`config.mk`:
```
export PLATFORM = sky130hd
export DESIGN_NAME = lifo_drain
export DESIGN_NICKNAME = d
export VERILOG_FILES = /design/src/rtl/lifo_drain.sv
export SDC_FILE = /design/constraint.sdc
export NUM_CORES = 1
export LEC_CHECK = 0
export ABC_CLOCK_PERIOD_IN_PS = 5900
export CAP_MARGIN = 20
export CORE_ASPECT_RATIO = 0.9
export CORE_MARGIN = 2
export CORE_UTILIZATION = 45
export CTS_CLUSTER_SIZE = 24
export DETAILED_ROUTE_END_ITERATION = 7
export PLACE_DENSITY_LB_ADDON = 0.12
export SYNTH_ARGS = -nofsm -noshare
export SYNTH_HDL_FRONTEND = slang
export SYNTH_SLANG_ARGS = --single-unit
```
`constraint.sdc`:
```
create_clock -name clk -period 5.9 [get_ports clk]
set_input_delay 0.59 -clock clk [delete_from_list [all_inputs] [get_ports clk]]
set_output_delay 0.59 -clock clk [all_outputs]
set_load 0.01 [all_outputs]
```
`src/rtl/lifo_drain.sv`:
```
// rtl/lifo_drain.sv - drains a burst of words from a LIFO into a 2-entry ready/valid output buffer
module lifo_drain #(
  parameter int BITWIDTH = 5,
  parameter int DEPTH    = 4
) (
  input  logic                clk,
  input  logic                rst,
  input  logic                start,
  input  logic [DEPTH:0]      len,
  output logic                busy,
  output logic                done,
  output logic                underrun,
  input  logic                lifo_empty,
  input  logic [BITWIDTH-1:0] lifo_dout,
  output logic                lifo_ren,
  output logic [BITWIDTH-1:0] out_data,
  output logic                out_valid,
  input  logic                out_ready,
  output logic                out_last
);

  typedef enum logic [1:0] {
    S_IDLE  = 2'd0,
    S_POP   = 2'd1,
    S_FLUSH = 2'd2
  } state_t;

  localparam logic [DEPTH:0] REM_ONE  = (DEPTH+1)'(1);
  localparam logic [DEPTH:0] REM_ZERO = '0;

  state_t              state_q, state_d;
  logic [DEPTH:0]      remaining_q, remaining_d;
  logic                underrun_q, underrun_d;
  logic                done_q, done_d;

  // Output buffer: two slots addressed by 1-bit pointers, count 0..2
  logic [BITWIDTH-1:0] buf_data_q [2];
  logic [1:0]          buf_last_q;
  logic                wr_ptr_q, rd_ptr_q;
  logic [1:0]          cnt_q, cnt_d;

  logic                push, pop;

  assign push  = lifo_ren;
  assign pop   = out_valid & out_ready;
  assign cnt_d = cnt_q + {1'b0, push} - {1'b0, pop};

  // State register
  always_ff @(posedge clk) begin
    if (rst) begin
      state_q <= S_IDLE;
    end else begin
      state_q <= state_d;
    end
  end

  // Next-state and next-value logic for the burst control
  always_comb begin
    state_d     = state_q;
    remaining_d = remaining_q;
    underrun_d  = underrun_q;
    done_d      = 1'b0;
    case (state_q)
      S_IDLE: begin
        if (start) begin
          underrun_d = 1'b0;
          if (len != REM_ZERO) begin
            remaining_d = len;
            state_d     = S_POP;
          end else begin
            done_d = 1'b1;
          end
        end
      end
      S_POP: begin
        if (lifo_ren) begin
          remaining_d = remaining_q - REM_ONE;
          if (remaining_q == REM_ONE) begin
            state_d = S_FLUSH;
          end
        end else if (lifo_empty && (remaining_q != REM_ZERO)) begin
          underrun_d = 1'b1;
          state_d    = S_FLUSH;
        end
      end
      S_FLUSH: begin
        // Leave as soon as the last buffered word is handed off, so done
        // lines up with busy dropping.
        if (cnt_d == 2'd0) begin
          state_d = S_IDLE;
          done_d  = 1'b1;
        end
      end
      default: state_d = S_IDLE;
    endcase
  end

  // Output decode; everything is forced low while reset is held
  always_comb begin
    busy      = (state_q != S_IDLE) & ~rst;
    done      = done_q & ~rst;
    underrun  = underrun_q & ~rst;
    lifo_ren  = (state_q == S_POP) & ~lifo_empty & (remaining_q != REM_ZERO)
              & (cnt_q < 2'd2) & ~rst;
    out_valid = (cnt_q != 2'd0) & ~rst;
    out_data  = out_valid ? buf_data_q[rd_ptr_q] : '0;
    out_last  = out_valid ? buf_last_q[rd_ptr_q] : 1'b0;
  end

  // Burst counters, flags and buffer bookkeeping
  always_ff @(posedge clk) begin
    if (rst) begin
      remaining_q <= '0;
      underrun_q  <= 1'b0;
      done_q      <= 1'b0;
      cnt_q       <= 2'd0;
      wr_ptr_q    <= 1'b0;
      rd_ptr_q    <= 1'b0;
    end else begin
      remaining_q <= remaining_d;
      underrun_q  <= underrun_d;
      done_q      <= done_d;
      cnt_q       <= cnt_d;
      if (push) begin
        wr_ptr_q <= ~wr_ptr_q;
      end
      if (pop) begin
        rd_ptr_q <= ~rd_ptr_q;
      end
    end
  end

  // Buffer storage; contents only matter while the slot is counted as valid
  always_ff @(posedge clk) begin
    if (push) begin
      buf_data_q[wr_ptr_q] <= lifo_dout;
      buf_last_q[wr_ptr_q] <= (remaining_q == REM_ONE);
    end
  end

endmodule

```
==> results.toml, run 1 <==
[grt]
grt.overflow.total = 0
antenna_found_initial = 0
grt_max_degree = 21
grt_use_total_pct = 16.4
grt_pass1_wl_mm = 4.20
grt_pass1_vias = 917

[clock_tree]
cts.path.max_buffers = 2
cts.repair.resized = 0
clk_latency_ps = 310
cts_hold_buffers = 0
numCtsBuffers = 3
cts.sinks = 26
root_buffer = "clkbuf_4"
cts_tree = "yes"
cts.clk_slew.worst_paths_ps = 120
cts_setup_buffers = 0
cts_htree_levels = 1

[power]
powerDensity_nw_per_um2 = 227
peakVddDrop_mv = 0.152
p_leak_uw = 0.000562

[setup_path]
rr_startpoint = "remaining_q[0]$_SDFFE_PP0P_"
regToRegEndpoint = "buf_data_q[0][1]$_DFFE_PP_"
start_kind = "input port"
arrival_ps = 2630
crit_fanout = 20
worstPathRequired_ps = 5310
critPathKind = "in2out"
worstRegToRegCells = 5
r2r_setup_slack_ps = 3740
cp-end-kind = "primary output"

[logic_synthesis]
synthCells = 126
synth_edf_count = 12
async_flop_share_pct = 0
avgSynthCellArea_um2 = 10.5
yosys-top-cells-area = "edfxtp_1, dfxtp_1, nor2_1"
yosys.cell_types.count = 43
yosysTopAreaCellShare_pct = 27.2
synth_fp_nets = 145
yosys_warnings = 0
syn-cell-area_um2 = 1320
synth_area_leader_cell = "edfxtp_1"
synth_ff_type = "dfxtp_1"
yosysSeqAreaShare_pct = 48.4
synth-seq-cells = 26

[sta]
timing.final.ws_setup_ps = 2680
fin_skew_ps = 3.01
worst_pin_slew_ps = 702
rsz0062_at_grt = "no"
post-route-period-util_pct = 54.5
relSlewSlack_pct = 53.1
drv_slew = 0
fin_tns_setup_ps = 0
fmax_mhz = 311
setup_viol = 0
period_minus_slack_ps = 3220
hold_violations = 0

[routing]
drt_iter0_drc = 31
ant_nets = 0
wl_per_cell_um = 14.0
routed_wl_mm = 2.64
vias_per_cell = 5.29
drtPass1Iterations = 4
drc = 0
vias = 994

[run]
cap_violations = 0

[floorplan]
die_h_um = 55.5
io_pins = 26
core_um2 = 2770
die_area_um2 = 3390
initial_utilization_pct = 47.8
fp.dieW_um = 61.2
fp-row-count = 18

[min_path]
hold_start = "underrun_q$_SDFFE_PP0P_"
hold_path_class = "reg2reg"
min_path_cells = 2
min_to = "underrun_q$_SDFFE_PP0P_"

[place]
hpwl_mm = 2.03
place.gp.congestion = 0.816
port_buffers = 25
dp_slack_ps = 2630

[final_layout]
fin_nets = 169
diodes = 0
layout-drive-gt1-share_pct = 8.78
syn_to_final_growth_pct = 22.0

[run_status]
status = "completed"
==> critical path: stages <==
cell and delay, ps:
clkdlybuf4s50_1 920, inv_1 180, o21ai_1 330, nor2_1 100, clkdlybuf4s50_1 500
==> worst max path at each step <==
stage | start | to | slack [ps]
floorplan | rst | cnt_q[1]$_SDFF_PP0_ | 3700
global placement | rst | state_q[1]$_SDFFE_PP0P_ | 2700
detailed placement | rst | cnt_q[1]$_SDFF_PP0_ | 2630
CTS | rst | out_last | 2650
global route | rst | out_data[0] | 2510
finish | rst | out_last | 2680
==> state kept, by name (all words and copies together) (netlist names), 2 cells and up, named ones only <==
| register | count |
|---|---|
| buf_last_q | 2 |
| buf_data_q | 10 |
| remaining_q | 5 |
| state_q | 2 |
| cnt_q | 2 |
==> stage by stage <==
stage | util (%) | hold slack (ps) | cells | total power [uW] | instance area (um^2)
2_1_floorplan | - | 459 | 126 | 266 | 1320
3_3_place_gp | 57.5 | 474 | 185 | 295 | 1590
3_5_place_dp | 57.5 | 482 | 185 | 298 | 1590
4_1_cts | 58.3 | 503 | 188 | 369 | 1620
5_1_grt | 58.3 | 536 | 188 | 386 | 1620
6_report | 58.3 | 497 | 188 | 367 | 1620
==> kinds of logic after synthesis <==
logic type / share of synthesized area [%]
flip-flops: 48.4
AND/OR/NAND/NOR: 21.8
multiplexers: 4.54
AO/OA/AOI/OAI: 13.8
adder cells (fa/ha/maj): 3.78
XOR/XNOR: 3.31
buffers and inverters: 4.35
==> cell type report <==
class	instances	area, um^2
Clock buffer	3	22.5
Fill cell	242	1150
Inverter	7	26.3
Multi-Input combinational cell	87	626
Sequential cell	26	641
Tap cell	40	50.0
Timing Repair Buffer	25	250
==> power by group <==
| group | internal, uW | switching, uW | leakage [uW] | total [uW] |
|---|---|---|---|---|
| clock | 23.9 | 48.3 | 0.0000138 | 72.2 |
| sequential | 198 | 10.0 | 0.000223 | 208 |
| combinational | 41.8 | 45.0 | 0.000326 | 86.8 |
| total | 264 | 103 | 0.000562 | 367 |
==> metal layers <==
layer  GRT usage [%]  routed length, um  part of all wire (%)
met2            24.6               1220                    46
met5               0                  0                     0
met1            24.4               1250                    47
met4            1.86                  0                     0
met3            4.45                165                   6.3
==> cells in the mapped netlist, types with 4 or more instances <==
cell type and instances:
nor2_1 21, dfxtp_1 14, edfxtp_1 12, inv_1 7, mux2i_1 6, a21oi_1 5
ha_1 4, xnor2_1 4
==> layout by cell type (no fill, tap or decap), types with 3 or more instances in the layout <==
cell	synthesis	final
nor3b_1	3	3
nor3_1	3	3
xnor2_1	4	4
mux2i_1	6	6
clkdlybuf4s50_1	0	25
o311ai_0	3	3
nor2b_1	3	3
inv_1	7	7
clkbuf_4	0	3
and2_1	3	3
o31ai_1	3	3
a21oi_1	5	5
ha_1	4	4
o21ai_0	3	3
nand2_1	3	3
dfxtp_1	14	14
edfxtp_1	12	12
nor2_1	21	21
Note: power is estimated with default switching activity, not from simulation.
==> run 2, diff against run 1 <==
Settings changed: ABC_CLOCK_PERIOD_IN_PS 5900 to 3400.
Clock period 5.9 ns to 3.4 ns, I/O delays scaled along.
==> run 2 against run 1 <==
  * First-iteration DRC count is 16% lower
  * Worst setup slack got worse by 1900 ps
  * Sequential share of layout area fell by 0.27 points
  * Wire length down 2.9%
  * Die area did not move
  * Sequential cell count unchanged
  * Via count is 0.50% higher
  * Final cell count increased by 1.1%
  * Core utilization up 0.41 points
  * Non-clock buffer count is 1 higher
  * Clock skew decreased by 1.2 ps
  * Clock-buffer cell count unchanged
  * Critical endpoint is now lifo_ren
  * Largest cell class unchanged
  * Largest power group unchanged
  * Highest routed layer is now met4
==> results.toml, run 2 (synthesis results as in run 1) <==
[clock_tree]
clk_latency_ps = 310
cts.repair.resized = 0
cts_hold_buffers = 0
cts.path.max_buffers = 2
cts_tree = "yes"
cts.clk_slew.worst_paths_ps = 130
root_buffer = "clkbuf_4"
cts_htree_levels = 1
cts_setup_buffers = 0
cts.sinks = 26
numCtsBuffers = 3

[setup_path]
crit_fanout = 5
crit_family = "simple AND/OR/NAND/NOR gates"
regToRegEndpoint = "buf_data_q[0][1]$_DFFE_PP_"
rr_startpoint = "remaining_q[0]$_SDFFE_PP0P_"
critPathKind = "reg2out"
r2r_setup_slack_ps = 1250
cp-end-kind = "primary output"
crit_path_max_incr_delay_ps = 540
worstRegToRegCells = 5
worstPathRequired_ps = 3060
start_kind = "flip-flop"
cp_num_buf_inv = 2
path_cells = "inv_1 > ha_1 > or4b_1 > and3_1 > clkdlybuf4s50_1"
arrival_ps = 2280
slowest_stage = "or4b_1"

[sta]
hold_violations = 0
fin_tns_setup_ps = 0
relSlewSlack_pct = 62.8
period_minus_slack_ps = 2620
fin_skew_ps = 1.76
fmax_mhz = 381
setup_viol = 0
post-route-period-util_pct = 77.1
rsz0062_at_grt = "no"
drv_slew = 0
finalHoldWorstSlack_ps = 498
worst_pin_slew_ps = 557

[power]
p_leak_uw = 0.000569
power.net_switching_uw = 180
p_sw_share_pct = 28.2
peakVddDrop_mv = 0.331
power_uw = 640
power_frac_seq_pct = 56.3
combPwrFrac_pct = 23.2
powerDensity_nw_per_um2 = 393
p_int_uw = 459
clkPwrFrac_pct = 20.4

[final_layout]
top_regs = "buf_data_q (10), remaining_q (5)"
postLayoutCoreUtil_pct = 58.7
largest_reg_flops = 10
fill_cells = 257
diodes = 0
seq_area_um2 = 641
final_common_cell = "clkdlybuf4s50_1"
multi_input_area_um2 = 626
largest_register = "buf_data_q"
syn_to_final_growth_pct = 22.9
fin_nets = 170
final_cell_mix = "clkdlybuf4s50_1, nor2_1, dfxtp_1, edfxtp_1, inv_1"
layout-drive-gt1-share_pct = 9.33

[place]
place.gp.congestion = 0.850
port_buffers = 25
hpwl_mm = 1.94

[grt]
grt_pass1_vias = 903
grt.overflow.total = 0
grt_use_total_pct = 16.7
grt_pass1_wl_mm = 4.33
grt_max_degree = 20
antenna_found_initial = 0

[floorplan]
fp-row-count = 18
fp.dieW_um = 61.2
core_um2 = 2770
die_area_um2 = 3390
io_pins = 26
initial_utilization_pct = 47.8
die_h_um = 55.5

[routing]
routed_wl_mm = 2.56
vias = 999
vias_per_cell = 5.26
drtPass1Iterations = 6
drc = 0
wl_per_cell_um = 13.5
drt_iter0_drc = 26
ant_nets = 0

[min_path]
min_path_cells = 2
min_to = "underrun_q$_SDFFE_PP0P_"
hold_path_class = "reg2reg"
hold_start = "underrun_q$_SDFFE_PP0P_"

[run_status]
status = "completed"

[run]
cap_violations = 0
==> run 2: per-stage QoR <==
step	std cells	worst slack (ps)	instance area, um^2
detailed placement	186	989	1600
CTS	190	772	1630
finish	190	778	1630
global placement	186	991	1600
global route	190	680	1630
floorplan	126	1440	1320
==> run 2: cell type report <==
class | count | area share (%)
tap | 40 | 3.08
clock inverter | 1 | 0.231
sequential | 26 | 39.4
clock buffer | 3 | 1.38
multi-input combinational | 87 | 38.5
inverter | 7 | 1.62
timing repair buffer | 26 | 15.8
==> run 2: how the worst max path moves through the flow <==
stage / start / to / slack (ps) / cells after the start
after global placement: rst / lifo_ren / 990 / 5
after detailed placement: lifo_empty / lifo_ren / 990 / 4
after global routing: remaining_q[0]$_SDFFE_PP0P_ / lifo_ren / 680 / 5
after CTS: remaining_q[0]$_SDFFE_PP0P_ / lifo_ren / 770 / 5
after floorplan: remaining_q[0]$_SDFFE_PP0P_ / buf_data_q[0][0]$_DFFE_PP_ / 1440 / 6
final: remaining_q[0]$_SDFFE_PP0P_ / lifo_ren / 780 / 5
==> run 2: power groups by stage <==
| stage | Sequential [uW] | Combinational, uW | Clock, uW |
|---|---|---|---|
| global placement | 367 | 146 | 0 |
| finish | 360 | 149 | 131 |
| detailed placement | 367 | 148 | 0 |
| floorplan | 361 | 101 | 0 |
| global route | 364 | 164 | 149 |
| CTS | 360 | 149 | 136 |
==> run 2: worst register-to-register path, cell delays in order, from the launching register on <==
cell,delay [ps]
dfxtp_1,430
inv_1,100
ha_1,220
or4b_1,260
and3_1,290
nor2b_1,510
==> run 2: per-layer routing <==
metal  routed length [um]  vias up  GRT usage [%]
met5                    0        -              0
met4                   10        0           1.86
met3                  122        2           4.92
met2                 1090       22           22.6
met1                 1340      464           26.7
li1                     -      511              -
==> run 3, diff against run 2 <==
Settings changed: ABC_CLOCK_PERIOD_IN_PS 3400 to 2730.
Clock period 3.4 ns to 2.73 ns, I/O delays scaled along.
==> run 3 against run 2 <==
  * Clock power is 99% higher
  * Clock skew up 4.1 ps
  * Sequential share of layout area down 0.98 points
  * Sequential cell count unchanged
  * Power rose by 41%
  * Final area is 2.5% higher
  * Largest power group unchanged
  * Highest routed layer unchanged
  * Worst hold slack worse by 6.3 ps
  * Non-clock buffer count is 2 higher
==> results.toml, run 3 (synthesis results as in run 1) <==
[clock_tree]
cts.clk_slew.worst_paths_ps = 130
root_buffer = "clkbuf_4"
cts_htree_levels = 1
cts.repair.resized = 0
cts.path.max_buffers = 2
cts_tree = "yes"
numCtsBuffers = 3
cts.sinks = 26
cts_hold_buffers = 0
clk_latency_ps = 320
cts_setup_buffers = 0

[sta]
drv_slew = 0
setup_viol = 0
fmax_mhz = 391
hold_violations = 0
fin_skew_ps = 5.88
post-route-period-util_pct = 93.7
fin_tns_setup_ps = 0
relSlewSlack_pct = 62.0
period_minus_slack_ps = 2560
rsz0062_at_grt = "no"
worst_pin_slew_ps = 569

[grt]
grt_pass1_wl_mm = 4.66
grt_max_degree = 16
antenna_found_initial = 0
grt_pass1_vias = 1042
grt.overflow.total = 0
grt_use_total_pct = 18.0

[floorplan]
fp.dieW_um = 61.2
initial_utilization_pct = 47.8
die_h_um = 55.5
core_um2 = 2770
fp-row-count = 18
die_area_um2 = 3390
io_pins = 26

[routing]
drt_iter0_drc = 26
ant_nets = 0
routed_wl_mm = 2.71
drc = 0
drtPass1Iterations = 4
vias_per_cell = 5.30
vias = 1018
wl_per_cell_um = 14.1

[final_layout]
diodes = 0
syn_to_final_growth_pct = 26.0
largest_reg_flops = 10
final_cell_mix = "clkdlybuf4s50_1, nor2_1, dfxtp_1, edfxtp_1, inv_1"
post_layout_nonfiller_instances = 192
layout-drive-gt1-share_pct = 11.2
largest_register = "buf_data_q"
fill_cells = 271
final_common_cell = "clkdlybuf4s50_1"
top_regs = "buf_data_q (10), remaining_q (5)"
final_area_um2 = 1670
fin_nets = 172

[setup_path]
worstPathRequired_ps = 2460
path_cells = "inv_1 > ha_1 > or4b_1 > and3_1 > clkdlybuf4s50_1"
crit_family = "simple AND/OR/NAND/NOR gates"
arrival_ps = 2290
cp_num_buf_inv = 2
slowest_stage = "or4b_1"
cp-end-kind = "primary output"
crit_fanout = 5
critPathKind = "reg2out"
r2r_setup_slack_ps = 570
crit_path_max_incr_delay_ps = 530
start_kind = "flip-flop"

[place]
port_buffers = 25
hpwl_mm = 2.06
dp.cells = 188
placed_cell_area_um2 = 1620
place.gp.congestion = 0.761

[min_path]
hold_path_class = "reg2reg"

[run]
cap_violations = 0

[power]
p_leak_uw = 0.000590
powerDensity_nw_per_um2 = 540
peakVddDrop_mv = 0.331

[run_status]
status = "completed"
-- run 3: cell types whose count changed in the layout (fill, tap and decap cells not counted), sizes merged --
cell,previous run,this run
buf,1,3
clkinv,1,0
bufinv,0,1
-- run 3: report_power, final --
part	internal, uW	total [uW]	switching [uW]
Combinational	94.0	190	95.9
Clock	148	261	112
Sequential	428	450	22.5
Total	670	901	231
-- run 3: path summary, 6_finish.rpt --
check,end,cells past startpoint,startpoint
min,underrun_q$_SDFFE_PP0P_,2,underrun_q$_SDFFE_PP0P_
min reg2reg,underrun_q$_SDFFE_PP0P_,2,underrun_q$_SDFFE_PP0P_
max reg2reg,buf_data_q[0][2]$_DFFE_PP_,5,remaining_q[0]$_SDFFE_PP0P_
max,lifo_ren,5,remaining_q[0]$_SDFFE_PP0P_
-- run 3: final cells by class --
class / instances / area [um^2] / area share [%]
Tap cell: 40 / 50.0 / 3.00
Clock inverter: 1 / 30.0 / 1.80
Inverter: 7 / 26.3 / 1.58
Timing Repair Buffer: 28 / 273 / 16.4
Multi-Input combinational cell: 87 / 626 / 37.5
Sequential cell: 26 / 641 / 38.4
Clock buffer: 3 / 22.5 / 1.35
-- run 3: layer usage --
metal	up-vias	GRT usage, %	wire length [um]
met5	-	0	0
met4	0	4.04	19
li1	512	-	-
met3	2	4.92	149
met1	476	25.9	1290
met2	28	26.9	1240
-- run 3: per-stage QoR --
step | util [%] | worst slack, ps | hold slack [ps] | power (uW)
after floorplan | - | 774 | 372 | 576
after global placement | 58.3 | 543 | 475 | 642
after detailed placement | 58.3 | 438 | 474 | 647
after CTS | 60.2 | 160 | 490 | 905
after global routing | 60.2 | 32.7 | 510 | 951
final | 60.2 | 171 | 491 | 901
-- run 3: worst min-delay path, stage by stage (launching register included) --
cell and delay (ps):
dfxtp_1 330, o21ai_0 70, a21oi_1 60
==> variant 1, RTL diff (config.mk and constraints of run 3) <==
The 3 states of `state_t` get a one-hot encoding in 3 bits.
--- a/src/rtl/lifo_drain.sv
+++ b/src/rtl/lifo_drain.sv
@@ -21,6 +21,6 @@
 
-  typedef enum logic [1:0] {
-    S_IDLE  = 2'd0,
-    S_POP   = 2'd1,
-    S_FLUSH = 2'd2
+  typedef enum logic [2:0] {
+    S_IDLE  = 3'b001,
+    S_POP   = 3'b010,
+    S_FLUSH = 3'b100
   } state_t;
Check against the original RTL: no difference found for any inputs over 10 cycles, from zero or initial values and one cycle with rst high; not proved beyond that.
==> variant 1 against run 3 <==
- highest routed layer unchanged
- routed wire length grew 2.1%
- global-route usage decreased by 1.5 points
- sequential cell count increased by 1
- largest cell class unchanged
- worst setup slack better by 330 ps
- synthesized area increased by 1.5%
- non-clock buffer count grew 3
- final area rose by 1.4%
- total power fell by 20%
==> variant 1: results (changes against run 3) <==
status=finished clean; crit path DAT=1960 ps (-330 ps); Yosys cell types=39 (-9.3%); first-pass GRT wire length=4.402 mm (-5.6%); met1 wire length=1.331 mm (+3.0%); biggest regs=buf_data_q: 10 flops, remaining_q: 5 flops, state_q: 3 flops; Switch Pwr=0.1772 mW (-23%); placed cell areas=1663 µm² (+2.9%); Worst Skew=6.202 ps (+0.3199 ps); cts bufs inserted=3 (unchanged); vias in the first global route=981 (-5.9%); slowest CP cell=or4_4; GRT met3 Usage=4.419% (-0.50 points); post-layout net count=185 (+7.6%); antenna violations before repair=0 (unchanged); EDFF count, synth=12 (unchanged); Worst-path clk slew=130 ps (about the same); CTS H-tree depth=1 (unchanged); final RePlAce weighted congestion=0.8086 (+6.3%); Area contributors post-synth=edfxtp_1 (27%), dfxtp_1 (22%), nor2_1 (5.3%); Synthesized Nets=154 (+6.2%); relative slew slack=50.73% (-11 points); CTS root buf=clkbuf_4; DP Wirelength=2.069 mm (+0.37%); largest net degree at the start of global routing=18 (+2); ys async rst share=0% (unchanged); GRT met1 Usage=24.59% (-1.3 points); P_leak=0.6194 nW (+5.0%); met2 routed WL=1.235 mm (-0.72%); ys flop type=dfxtp_1; metal3 WL=170 µm (+14%); Yosys warnings=0 (unchanged); sequential area share after synthesis=49.16% (+0.77 points); via-per-instance ratio=5.429 (+2.4%); top cells by count, synth=nor2_1 (19), dfxtp_1 (15), edfxtp_1 (12); worst hold path type=register to register; maximum buffer depth of the clock tree=2 (unchanged); Initial DRC Count=54 (+110%); Highest Signal Layer=met4; met2 GRT Util=24.51% (-2.4 points); crit-path max FO=4 (-1); crit-path max cell delay=510 ps (-20 ps); final wirelength=2.762 mm (+2.1%); drt pass-1 iters=6 (+2); Peak VDD IR=314.3 µV (-5.0%); IO Port Bufs=25 (unchanged); ratio of cells with drive above 1 in the final layout=7.273% (-3.9 points); total track usage=16.54% (-1.5 points); diode count=0 (unchanged); Worst-Skew Late Latency=320 ps (about the same); dpl ws=216.6 ps (-221.3 ps)
==> variant 1: critical path: cells and delay by family, from the launching register on <==
| kind | cells | cell delay [ps] |
|---|---|---|
| fa+ha+maj | 1 | 220 |
| simple gates | 2 | 680 |
| flops | 1 | 380 |
| buf+inv | 3 | 370 |
==> variant 1: cell families after synthesis <==
kind of cell | share of synthesized area (%)
simple gates | 19.83
compound gates | 15.64
flops | 49.16
buf+inv | 3.911
mux | 4.469
xor+xnor | 3.259
fa+ha+maj | 3.725
==> variant 1: final timing paths <==
path / endpoint / slack [ps] / cells past startpoint / startpoint
worst max-delay path: lifo_ren / 500 / 6 / remaining_q[0]
worst min-delay path: remaining_q[4] / 490 / 2 / remaining_q[4]
worst max register to register: remaining_q[0] / 550 / 7 / remaining_q[0]
worst min register to register: remaining_q[4] / 490 / 2 / remaining_q[4]
==> variant 1: through the flow <==
stage | std cells | power, mW
CTS | 205 | 0.7301
detailed placement | 201 | 0.5611
floorplan | 135 | 0.5130
finish | 205 | 0.7213
global route | 205 | 0.7586
global placement | 201 | 0.5587
==> variant 1: area by class of cell <==
type,count,area (µm²)
clock buffers,4,26.28
multi-input cells,96,630.6
well taps,40,50.05
fillers,259,1101
inverters,7,26.28
repair buffers,31,297.8
flip-flops and latches,27,660.6
==> variant 1: what timing repair did <==
action,4_1_cts,5_1_grt
endpoints found under the hold margin,0,0
hold buffers,0,0
buffers inserted,0,0
endpoints found under the setup margin,0,1
resized for setup,0,1
==> variant 1: power by group through the flow <==
stage / registers [mW] / clock network [mW] / logic [mW]
4_1_cts: 0.442 / 0.177 / 0.111
3_3_place_gp: 0.450 / 0 / 0.108
2_1_floorplan: 0.448 / 0 / 0.0649
5_1_grt: 0.444 / 0.191 / 0.123
6_report: 0.442 / 0.168 / 0.112
3_5_place_dp: 0.451 / 0 / 0.110
==> variant 2, RTL diff (config.mk and constraints of run 3) <==
Without the edit above. `BITWIDTH`: 5 -> 6.
--- a/src/rtl/lifo_drain.sv
+++ b/src/rtl/lifo_drain.sv
@@ -2,3 +2,3 @@
 module lifo_drain #(
-  parameter int BITWIDTH = 5,
+  parameter int BITWIDTH = 6,
   parameter int DEPTH    = 4
Interface: changed (resized lifo_dout and out_data); port bits go from 26 to 28. The function was not compared with the original's and may differ.
==> variant 2 against run 3 <==
- clock skew is 2.0 ps lower
- sequential cell count grew 2
- die area increased by 4.0%
- final area increased by 5.1%
- hold slack gained 9.2 ps
- non-clock buffer count is 5 higher
- worst setup slack worse by 60 ps
- cell count grew 5.2%
- routed wire length fell by 0.30%
- clock power down 33%
- synthesized area rose by 4.3%
- combinational power up 16%
- total power fell by 2.7%
- largest power group unchanged
==> variant 2: results (changes against run 3) <==
Syn Inst Count=127 (+0.79%); xor-xnor portion of the synthesized cell area=2.539% (-0.77 points); post-layout net count=181 (+5.2%); Power Internal=0.6339 mW (-5.4%); Yosys cell types=40 (-7.0%); Clock power frac=19.8% (-9.1 points); final wirelength=2.697 mm (-0.30%); IO Port Bufs=27 (+8.0%); Synthesized Nets=147 (+1.4%); drt pass-1 iters=4 (unchanged); Area contributors post-synth=edfxtp_1 (30%), dfxtp_1 (20%), nor2_1 (6.3%); sequential power=0.482 mW (+7.1%); placed cell areas=1725 µm² (+6.8%); reg2reg end=buf_data_q[1][4]; post-CTS setup buffers=0 (unchanged); CTS root buf=clkbuf_4; post-synthesis compound-gate area fraction=14.14% (+0.34 points); DP Wirelength=2.126 mm (+3.1%); crit-path max FO=5 (unchanged); Initial DRC Count=43 (+65%); dpl ws=134.9 ps (-303.1 ps); total power=0.8761 mW (-2.7%); Worst-Margin Slew=473.8 ps (-95.25 ps); Worst Skew=3.903 ps (-1.979 ps); top cells by count, synth=nor2_1 (23), dfxtp_1 (14), edfxtp_1 (14); total track usage=17.01% (-1.0 points); EDFF count, synth=14 (+2); ys flop type=edfxtp_1; status=finished clean; dpl cells=198 (+5.3%); GRT met3 Usage=5.411% (+0.49 points); final RePlAce weighted congestion=0.8312 (+9.3%); biggest regs=buf_data_q: 12 flops, remaining_q: 5 flops; Worst Hold End=underrun_q; met2 GRT Util=27.64% (+0.74 points); FF-to-FF path depth=7 (+2); portion of netlist area occupied by mux cells=5.077% (+0.54 points); post-synthesis adder-cell area fraction=3.626% (-0.15 points); P_leak=0.6136 nW (+4.0%); Avg WL per Cell=13.35 µm (-5.2%); final hold slack=500.7 ps (+9.198 ps); crit path DAT=2350 ps (+60 ps); GRT met1 Usage=21.91% (-4.0 points); sequential area share after synthesis=50.77% (+2.4 points); ratio of cells with drive above 1 in the final layout=11.25% (+0.066 points); Peak VDD IR=392.6 µV (+19%); Register-to-Register Setup Slack=590 ps (+20 ps); CP startpoint=remaining_q[0]; first-pass GRT wire length=4.650 mm (-0.30%); Vias=1057 (+3.8%); Critical Path End=lifo_ren
-- variant 2: per-layer routing --
| metal | wire length [µm] | up-vias |
|---|---|---|
| met5 | 0 | - |
| met4 | 26 | 0 |
| met3 | 131 | 4 |
| met2 | 1233 | 26 |
| met1 | 1306 | 493 |
| li1 | - | 534 |
-- variant 2: final cells by class --
class	instances	area (µm²)	share of cell area, %
well taps	42	52.55	2.998
flip-flops and latches	28	701.9	40.04
clock buffers	4	26.28	1.499
inverters	6	22.52	1.285
repair buffers	33	315.3	17.99
multi-input cells	89	634.4	36.19
-- variant 2: worst max-delay path, stage by stage, from the launching register on --
cell             delay [ps]
dfxtp_2                 400
inv_1                    70
ha_1                    220
nor4b_1                 160
buf_4                   160
or3_1                   400
inv_2                    90
clkdlybuf4s50_1         540
-- variant 2: timing repair --
action	CTS	global route
hold endpoints to repair	0	0
setup endpoints to repair	0	1
resized for setup	0	1
